## src/rtl/rr_arbiter_32_if.sv

```systemverilog
// Request/grant bundle between the requesters (master) and the arbiter (slave).
interface rr_arbiter_32_if;
   logic [31:0] req;
   logic        done;
   logic [31:0] gnt;
   logic [4:0]  gnt_idx;
   logic        gnt_valid;
   logic        timeout;

   modport master (
      output req, done,
      input  gnt, gnt_idx, gnt_valid, timeout
   );

   modport slave (
      input  req, done,
      output gnt, gnt_idx, gnt_valid, timeout
   );
endinterface

```

## src/rtl/rr_arbiter_32.sv

```systemverilog
// 32-way round-robin arbiter, grant held until release, one-hot and index outputs.
// Optional forced revoke after TIMEOUT cycles when ARB_TIMEOUT_EN is defined.
//
//  state   | meaning
//  --------+---------------------------------------------------------
//  S_IDLE  | no owner; pick first req at or after r_ptr on next edge
//  S_GRANT | owner r_gnt_idx holds the resource until release/revoke
module rr_arbiter_32 #(
   parameter int TIMEOUT = 16
) (
   input  logic        clk,
   input  logic        reset,
   rr_arbiter_32_if.slave bus
);

   typedef enum logic {S_IDLE, S_GRANT} state_t;

   state_t      r_state;
   logic [4:0]  r_ptr;
   logic [31:0] r_gnt;
   logic [4:0]  r_gnt_idx;
   logic        r_gnt_valid;
   logic        r_timeout;

   logic [31:0] w_rot;
   logic [4:0]  w_off;
   logic [4:0]  w_pick;
   logic        w_any;
   logic        w_release;
   logic        w_expire;

   // Rotate so r_ptr lands at bit 0; the lowest set bit is then the winner.
   always_comb begin
      w_rot  = 32'({bus.req, bus.req} >> r_ptr);
      w_off  = '0;
      for (int i = 31; i >= 0; i--) begin
         if (w_rot[i]) w_off = 5'(i);
      end
      w_pick = r_ptr + w_off;
   end

   assign w_any     = |bus.req;
   assign w_release = bus.done | ~bus.req[r_gnt_idx];

`ifdef ARB_TIMEOUT_EN
   localparam logic [4:0] TO_LAST = 5'(TIMEOUT - 1);

   logic [4:0] r_cnt;

   always_ff @(posedge clk) begin
      if (reset) begin
         r_cnt <= '0;
      end else if (r_state == S_IDLE) begin
         r_cnt <= '0;
      end else begin
         r_cnt <= r_cnt + 5'd1;
      end
   end

   assign w_expire = (r_cnt == TO_LAST);
`else
   logic w_unused_timeout;
   assign w_unused_timeout = ^5'(TIMEOUT - 1);
   assign w_expire         = 1'b0;
`endif

   always_ff @(posedge clk) begin
      if (reset) begin
         r_state     <= S_IDLE;
         r_ptr       <= '0;
         r_gnt       <= '0;
         r_gnt_idx   <= '0;
         r_gnt_valid <= 1'b0;
         r_timeout   <= 1'b0;
      end else begin
         case (r_state)
            S_IDLE: begin
               r_timeout <= 1'b0;
               if (w_any) begin
                  r_state     <= S_GRANT;
                  r_gnt       <= 32'b1 << w_pick;
                  r_gnt_idx   <= w_pick;
                  r_gnt_valid <= 1'b1;
               end
            end
            S_GRANT: begin
               if (w_release || w_expire) begin
                  r_state     <= S_IDLE;
                  r_ptr       <= r_gnt_idx + 5'd1;
                  r_gnt       <= '0;
                  r_gnt_idx   <= '0;
                  r_gnt_valid <= 1'b0;
                  // A genuine release on the expiry cycle is not a timeout.
                  r_timeout   <= w_expire & ~w_release;
               end else begin
                  r_timeout   <= 1'b0;
               end
            end
            default: begin
               r_state <= S_IDLE;
            end
         endcase
      end
   end

   assign bus.gnt       = r_gnt;
   assign bus.gnt_idx   = r_gnt_idx;
   assign bus.gnt_valid = r_gnt_valid;
   assign bus.timeout   = r_timeout;

endmodule

```

## src/flat_wrapper.sv

```systemverilog
// flat-port wrapper written by rule: the top's interface ports become plain ports
module rr_arbiter_32_flat 
#(
   parameter int TIMEOUT = 16
)
  (clk, reset, bus_req, bus_done, bus_gnt, bus_gnt_idx, bus_gnt_valid, bus_timeout);
  rr_arbiter_32_if bus_i ();
  input  logic clk;
  input  logic reset;
  input wire logic [$bits(bus_i.req)-1:0] bus_req;
  input wire logic [$bits(bus_i.done)-1:0] bus_done;
  output wire logic [$bits(bus_i.gnt)-1:0] bus_gnt;
  output wire logic [$bits(bus_i.gnt_idx)-1:0] bus_gnt_idx;
  output wire logic [$bits(bus_i.gnt_valid)-1:0] bus_gnt_valid;
  output wire logic [$bits(bus_i.timeout)-1:0] bus_timeout;
  assign bus_i.req = bus_req;
  assign bus_i.done = bus_done;
  assign bus_gnt = bus_i.gnt;
  assign bus_gnt_idx = bus_i.gnt_idx;
  assign bus_gnt_valid = bus_i.gnt_valid;
  assign bus_timeout = bus_i.timeout;
  rr_arbiter_32 #(.TIMEOUT(TIMEOUT)) u_core (.clk(clk), .reset(reset), .bus(bus_i));
endmodule
```

## config.mk

```make
export PLATFORM = sky130hd
export DESIGN_NAME = rr_arbiter_32_flat
export DESIGN_NICKNAME = d
export VERILOG_FILES = /design/src/rtl/rr_arbiter_32_if.sv /design/src/rtl/rr_arbiter_32.sv /design/src/flat_wrapper.sv
export SDC_FILE = /design/constraint.sdc
export NUM_CORES = 1
export LEC_CHECK = 0
export CORE_ASPECT_RATIO = 0.7
export CORE_MARGIN = 3
export CORE_UTILIZATION = 53
export CTS_BUF_LIST = sky130_fd_sc_hd__clkbuf_4 sky130_fd_sc_hd__clkbuf_8
export DETAILED_ROUTE_END_ITERATION = 10
export GPL_TIMING_DRIVEN = 0
export PLACE_DENSITY = 0.85
export SLEW_MARGIN = 20
export SYNTH_ARGS = -nofsm -noshare
export SYNTH_HDL_FRONTEND = slang
export SYNTH_SLANG_ARGS = --single-unit
```

## constraint.sdc

```tcl
create_clock -name clk -period 5.2 [get_ports clk]
set_clock_uncertainty 0.15 [all_clocks]
set_input_delay 1.04 -clock clk [delete_from_list [all_inputs] [get_ports clk]]
set_output_delay 1.04 -clock clk [all_outputs]
set_load 0.02 [all_outputs]
```

# Word level (Yosys, flattened, before mapping)
# Index checks and enable logic that the tools add are counted.
[op_classes]
addsub = 2
n_lt_le_gt_ge = 1
eq_ne = 2
shifts = 2
n_mux = 46
bitwise_logic = 3
n_reduce_logical = 3
[op_table]
columns = ["operator", "n"]
rows = [
  ["2-to-1 mux 5 bit", 34],
  ["2-to-1 mux 32 bit", 2],
  ["case mux 32 bit (2 select lines)", 1],
  ["right shift 64 x 5 -> 32 bit", 1],
  ["OR reduction 32 bit", 1],
  ["left shift 1 x 5 -> 32 bit, first input constant", 1],
  ["case mux 5 bit (2 select lines)", 1],
  ["less-than comparator 5 x 6 -> 1 bit, second input constant", 1],
  ["adder 5 x 1 -> 5 bit, second input constant", 1],
  ["adder 5 bit", 1],
  ["binary-select mux 1 bit (select 5 bit)", 1],
  ["2-to-1 mux 1 bit", 5],
  ["case mux 1 bit (2 select lines)", 2],
  ["AND reduction 2 bit", 2],
  ["inequality test 2 x 1 -> 1 bit, second input constant", 1],
  ["inequality test 2 bit, second input constant", 1],
  ["NOT 1 bit", 2],
  ["bitwise OR 1 bit", 1],
]
[totals]
ff_bits = 44
inputBits = 35
out_inout_bits = 39
elab_cells = 64

# Longest topological paths before layout
# Gate-level depths: netlist of run 1.
[depth]
depth_word = 37
depth_mapped = 21
depth_no_buf = 17

# Least setup slack after synthesis of run 1
# No wires, ideal clock.
[synth_timing]
path_kind = "in2reg"
from = "input bus_req[20]"
to = "register u_core.r_gnt[19] (netlist: u_core.bus.gnt[19])"
setup_ns = 0.060
t_arrival_ns = 4.749
t_required_ns = 4.990
path_slack_ns = 0.241
path_stages = 17
path_buffers = 0
cell_sequence = "mux4_1 > mux2_2 > a22oi_1 > o221ai_1 > or2_2 > nor4_1 > o211ai_1 > o2bb2ai_1 > ha_1 > a21o_1 > a21oi_1 > o21ba_2 > xor2_1 > nand2_1 > nor2_1 > nand3_1 > nand3_2"
[synth_via]
elab_chain_cells = 37
word_cells_on_any_way = 45
cone_classes = "add/sub: 1; eq/ne: 2; shift: 2; mux: 36; bitwise: 2; reduce/logical: 2"
[synth_rtl]
columns = ["element", "line_no", "source"]
rows = [
  ["from (decl)", "flat_wrapper.sv:10", "input wire logic [$bits(bus_i.req)-1:0] bus_req;"],
  ["right shift 64 x 5 -> 32 bit", "rr_arbiter_32.sv:34", "w_rot = 32'({bus.req, bus.req} >> r_ptr);"],
  ["2-to-1 mux 5 bit (32 in a row)", "rr_arbiter_32.sv:37", "if (w_rot[i]) w_off = 5'(i);"],
  ["adder 5 bit", "rr_arbiter_32.sv:39", "w_pick = r_ptr + w_off;"],
  ["left shift 1 x 5 -> 32 bit", "rr_arbiter_32.sv:81", "r_gnt <= 32'b1 << w_pick;"],
  ["2-to-1 mux 32 bit", "rr_arbiter_32.sv:79", "if (w_any) begin"],
  ["case mux 32 bit (2 select lines)", "rr_arbiter_32.sv:76", "case (r_state)"],
  ["to (signal assigned)", "rr_arbiter_32.sv:81", ""],
  ["to (decl)", "rr_arbiter_32.sv:20", "logic [31:0] r_gnt;"],
]
# Parallel ways exist; a longest one is shown, timed or not. The select of a mux whose other input is x is not followed.
# A chain may end at the register's enable or synchronous reset.

# Final worst setup path of run 1
[layout_timing]
from = "input bus_req[31]"
to = "register u_core.r_gnt[11] (netlist: u_core.bus.gnt[11])"
# Same word-level chain as after synthesis.

==> results.yml, run 1 <==
status:
  outcome: "finished with violations"
  violations: "setup timing"
synthesis:
  synth_top_area_frac: 0.207
  ys_seq_area_frac: 0.147
  synth_nets: 731
  synth_top_area_cell: "mux4_2"
  synth-edff-count: 0
  yosysUniqueCellTypes: 75
  syn_area_um2: 5980
  postSynthAreaPerCell_um2: 8.66
  ys.flop_type: "dfxtp_1"
  ys_async_sr_fraction: 0
  ys_seq_elements: 44
  yosysMostFrequentCell: "nor2_1"
  synth_area_leaders: "mux4_2, dfxtp_1, mux2i_1"
  syn_inst: 690
  yosys_warnings: 0
  synthTopCellsByCount: "nor2_1, nand2_1, nand3_1"
sta:
  worstMarginPinSlew_ps: 873
  max_freq_mhz: 190
  period_needed_ps: 5270
  hold_viol: 0
  drv_slew: 0
  fin_crit_sh: 1.01
  tns_ps: -313
  setup-violations-final: 10
  setup_ws_ps: -72.8
  max_slew_margin: 0.417
clock_tree:
  hold_buffers: 0
  cts_inserted_buffers: 5
  clockRootBuffer: "clkbuf_8"
  cts_max_level: 2
  cts.clk_slew.worst_paths_ps: 90
  clock_sinks: 44
  cts_tree: "done"
  clk_latency_ps: 310
  cts.path.max_buffers: 2
worst_setup_path:
  crit_type: "in -> reg"
  path_cells: "dlygate4sd2_1 -> mux4_2 -> mux2_2 -> mux4_2 -> nand4b_1 -> nor3_2 -> a41o_2 -> ha_4 -> a21o_1 -> a21oi_4 -> buf_12 -> xnor2_4 -> nor3_2 -> buf_4 -> nand2_4 -> nor2_1 -> nand3_1 -> nand3_2"
  crit_buf_inv: 3
  worstRegToRegCells: 19
  crit_family: "multiplexers"
  startpoint_type: "input pin"
  r2r_slack_ps: -30
  critPathMaxStageDelay_ps: 630
  crit_slowest_cell: "mux4_2"
  critical_path_arrival_ps: 5390
  worstPathMaxFanout: 7
  cp-end-kind: "register"
  r2r-end: "u_core.bus.gnt[11]"
  critical_path_required_ps: 5320
  r2r-start: "u_core.r_ptr[2]"
drt:
  first_pass_iters: 5
  drc: 0
  wirelength_um: 24400
  drtIter0Drc: 1078
  vias: 6944
  routedWlPerCell_um: 25.6
  via_per_inst: 7.29
  ant_nets: 0
pwr:
  irDropWorstVdd_uv: 219
  cellLeakagePower_nw: 2.94
  total_power_mw: 2.15
  p_per_area_nw_per_um2: 273
die:
  num_io_pins: 74
  fp.coreArea_um2: 10700
  rows: 31
  start_util: 0.560
  chipWidth_um: 133
  die_h_um: 94.9
  die-area_um2: 12600
grt:
  grt_overflow_total: 0
  grt_first_pass_wirelength_um: 36200
  grt_max_degree: 14
  grt_pass1_vias: 6220
  antenna_found_initial: 0
  track_usage: 0.367
placement:
  place.gp.congestion: 1.07
  portBuffers: 72
  dp_hpwl_um: 18100
cells_and_area:
  nNetsFinal: 846
  diodes: 0
  drive_above_1_share: 0.383
  syn_to_final_growth_pct: 31.4
worst_hold_path:
  whs_path_depth: 2
  hold_start: "u_core.bus.gnt[17]"
  min_path_type: "reg -> reg"
  min_to: "u_core.bus.gnt[17]"
run:
  maxCapViolations: 0
layer usage:
layer	part of all wire	track usage	vias up
li1	-	-	2882
met1	0.40	0.543	3357
met2	0.42	0.513	641
met3	0.16	0.146	64
met4	0.017	0.0484	0
met5	0	0	-
how the worst max path moves through the flow:
stage               startpoint            endpoint  cells after the start
2_1_floorplan      bus_req[20]  u_core.bus.gnt[19]                     17
3_3_place_gp       bus_req[20]  u_core.bus.gnt[24]                     18
3_5_place_dp       bus_req[28]  u_core.bus.gnt[24]                     18
4_1_cts             bus_req[2]  u_core.bus.gnt[20]                     19
5_1_grt        u_core.r_ptr[2]  u_core.bus.gnt[11]                     19
6_report           bus_req[31]  u_core.bus.gnt[11]                     18
cells in the final DEF (no fill, tap or decap), types with 12 or more instances in the layout:
cell type	n
nand3_1	58
nor2_2	21
mux2_2	17
nand2b_1	12
buf_4	45
o22ai_1	17
nand3_2	15
clkdlybuf4s50_1	40
o21ai_1	28
nand2_1	62
mux2i_1	37
nor2_1	59
mux4_2	56
clkbuf_1	14
dfxtp_1	42
buf_2	21
report_power, final:
part	internal [mW]	leakage [nW]	switching [mW]
Combinational	0.635	2.54	0.903
Sequential	0.366	0.357	0.0234
Clock	0.0912	0.0400	0.128
Total	1.09	2.94	1.05
kinds of logic (layout without fill, tap and decap cells):
logic type | after synthesis | in the layout | synth area share
AOI/OAI and AO/OA | 139 | 139 | 0.163
other | 1 | 1 | 0.000627
adders and majority gates | 6 | 6 | 0.0126
muxes | 127 | 127 | 0.339
and+or+nand+nor | 297 | 297 | 0.250
xor gates and xnor gates | 10 | 10 | 0.0146
buffers and inverters | 66 | 181 | 0.0726
DFF | 44 | 44 | 0.147
worst reg2reg max path, delay by kind of cell, from the launching register on:
kind                     cells  cell delay, ps
AO/OA/AOI/OAI                5            1310
AND/OR/NAND/NOR              6             910
buffers and inverters        6            2180
XOR/XNOR                     1             110
flip-flops                   1             360
adder cells (fa/ha/maj)      1             180
layout make-up:
| type | count | area, µm² |
|---|---|---|
| multi-input cells | 580 | 5260 |
| fillers | 764 | 2810 |
| repair buffers | 108 | 951 |
| flip-flops and latches | 44 | 883 |
| plain buffers | 60 | 474 |
| well taps | 148 | 185 |
| clock buffers | 5 | 68.8 |
| inverters | 6 | 22.5 |
| clock inverters | 2 | 12.5 |
metrics by stage:
step	hold WS, ps	setup WS [ps]	cells	util	cell area, µm²
floorplan	310	241	690	-	5980
global placement	289	-1510	910	0.645	6880
detailed placement	291	-1560	910	0.645	6880
CTS	311	5.74	934	0.692	7380
global route	335	-203	953	0.737	7860
finish	310	-72.8	953	0.737	7860
state kept, by name, summed over array words and instances (netlist names):
register and cells:
u_core.bus.gnt_valid 1, u_core.r_state 1, u_core.r_ptr 5, u_core.bus.gnt_idx 5, u_core.bus.gnt 32
timing repair:
item,4_1_cts,5_1_grt
gates resized for setup,132,138
pin swaps,20,32
endpoints found under the setup margin,36,34
buffers inserted,17,20
Power figures use the tool's default switching activity.
==> inputs of run 2 (changes only) <==
- CORE_UTILIZATION: 53 -> 59
- GPL_TIMING_DRIVEN: 0 -> unset
- PLACE_DENSITY: 0.85 -> 0.89
- clock period: 5.2 -> 5.4 ns (I/O delays scaled with it)
==> run 2 against run 1 <==
Effect of this change: the run still ends with setup timing left; critical path depth rose by 1; via count is 4.2% higher; register-to-register slack improved by 170 ps; global-route usage is 2.1 points higher; sequential cell count unchanged; sequential share of layout area decreased by 0.31 points; utilization is 9.0 points higher; cell count grew 1.8%; largest power group unchanged; highest routed layer is now met5.
==> results.yml, run 2 (synthesis results as in run 1) <==
status:
  outcome: "finished with violations"
  violations: "setup timing"
drt:
  routedWlPerCell_um: 25.6
  vias: 7233
  ant_nets: 0
  drtIter0Drc: 1475
  drc: 0
  first_pass_iters: 8
  wirelength_um: 24800
  via_per_inst: 7.46
sta:
  max_slew_margin: 0.222
  setup-violations-final: 27
  max_freq_mhz: 179
  worstMarginPinSlew_ps: 1160
  hold_viol: 0
  rsz0062_at_grt: "yes"
  drv_slew: 0
  setup_ws_ps: -183
  period_needed_ps: 5580
  fin_crit_sh: 1.03
pwr:
  clock_power_share: 0.125
  switching_share: 0.464
  p_per_area_nw_per_um2: 273
  p_comb_frac: 0.692
  share_seq_of_total_power: 0.184
  irDropWorstVdd_uv: 335
  internal-power_mw: 1.19
  power.switching_mw: 1.03
  cellLeakagePower_nw: 3.16
cells_and_area:
  final_cell_mix: "buf_4, nand2_1, nor2_1, clkdlybuf4s50_1, mux4_2"
  syn_to_final_growth_pct: 35.4
  nNetsFinal: 882
  drive_above_1_share: 0.381
  final_cell_area_um2: 8090
  largest_reg_flops: 32
  final_common_cell: "buf_4"
  diodes: 0
worst_setup_path:
  worstPathMaxFanout: 7
  critical_path_required_ps: 5450
  cp-end-kind: "register"
  crit_type: "in -> reg"
  critical_path_arrival_ps: 5630
  startpoint_type: "input pin"
placement:
  dp_hpwl_um: 16700
  place.gp.congestion: 1.00
  pre_cts_ws_ps: -406
  placed_cell_area_um2: 7420
  portBuffers: 72
run:
  maxCapViolations: 0
grt:
  grt_pass1_vias: 6555
  grt_first_pass_wirelength_um: 35600
  track_usage: 0.388
  antenna_found_initial: 0
  grt_max_degree: 63
  grt_overflow_total: 0
die:
  num_io_pins: 74
  rows: 30
  start_util: 0.610
  chipWidth_um: 126
  die-area_um2: 11400
  die_h_um: 90.2
  fp.coreArea_um2: 9800
clock_tree:
  clk_latency_ps: 320
  cts_tree: "done"
  cts.path.max_buffers: 2
  clock_sinks: 44
  cts_inserted_buffers: 5
  cts.clk_slew.worst_paths_ps: 90
  cts_max_level: 2
  clockRootBuffer: "clkbuf_8"
worst_hold_path:
  min_path_type: "reg -> reg"
## run 2: area by class of cell
class / instances / area, µm²
multi-input combinational: 580 / 5080
inverter: 6 / 22.5
timing repair buffer: 204 / 1840
tap: 128 / 160
clock buffer: 5 / 68.8
clock inverter: 3 / 46.3
sequential: 44 / 885
fill: 556 / 1700
## run 2: metrics by stage
stage / power (mW) / instances / utilization / hold slack (ps) / TNS [ps]
after global placement: 1.67 / 954 / 0.758 / 286 / -5000
after global routing: 2.30 / 970 / 0.826 / 332 / -4830
final: 2.21 / 970 / 0.826 / 311 / -1620
after detailed placement: 1.70 / 954 / 0.758 / 292 / -10960
after CTS: 2.00 / 962 / 0.774 / 313 / -36.7
after floorplan: 1.19 / 690 / - / 310 / 0
## run 2: worst paths after layout
kind                        endpoint               start  slack [ps]  cells past startpoint
setup reg to reg  u_core.bus.gnt[16]     u_core.r_ptr[3]         140                     19
hold / removal    u_core.bus.gnt[17]  u_core.bus.gnt[17]         310                      2
hold reg to reg   u_core.bus.gnt[17]  u_core.bus.gnt[17]         310                      2
setup / recovery  u_core.bus.gnt[16]          bus_req[6]        -180                     19
## run 2: metal layers
| layer | part of all wire | vias up | global-route usage |
|---|---|---|---|
| li1 | - | 2946 | - |
| met1 | 0.37 | 3358 | 0.554 |
| met2 | 0.43 | 753 | 0.575 |
| met3 | 0.15 | 174 | 0.121 |
| met4 | 0.051 | 2 | 0.0964 |
| met5 | 0.0016 | - | 0 |
## run 2: critical path, stage by stage
cell	delay [ps]
clkdlybuf4s50_1	440
buf_4	180
mux4_2	470
mux2_4	310
a211o_1	300
o22a_1	220
a211oi_4	310
nor2b_4	80
o311ai_4	310
a31oi_2	170
ha_1	390
buf_4	160
buf_4	140
xor2_1	440
nor3_4	100
nand2_2	210
nor2_4	70
o21ai_1	130
nand3_2	120
## run 2: what timing repair did
item	4_1_cts	5_1_grt
hold endpoints to repair	0	0
setup buffers	0	8
gates resized for setup	17	103
pin swaps	3	29
hold buffers	0	0
setup endpoints to repair	32	35
## run 2: power groups by stage
stage	logic (mW)	clock network, mW	registers, mW
5_1_grt	1.60	0.288	0.410
6_report	1.53	0.276	0.406
3_5_place_dp	1.29	0	0.408
2_1_floorplan	0.788	0	0.402
3_3_place_gp	1.26	0	0.406
4_1_cts	1.32	0.273	0.402
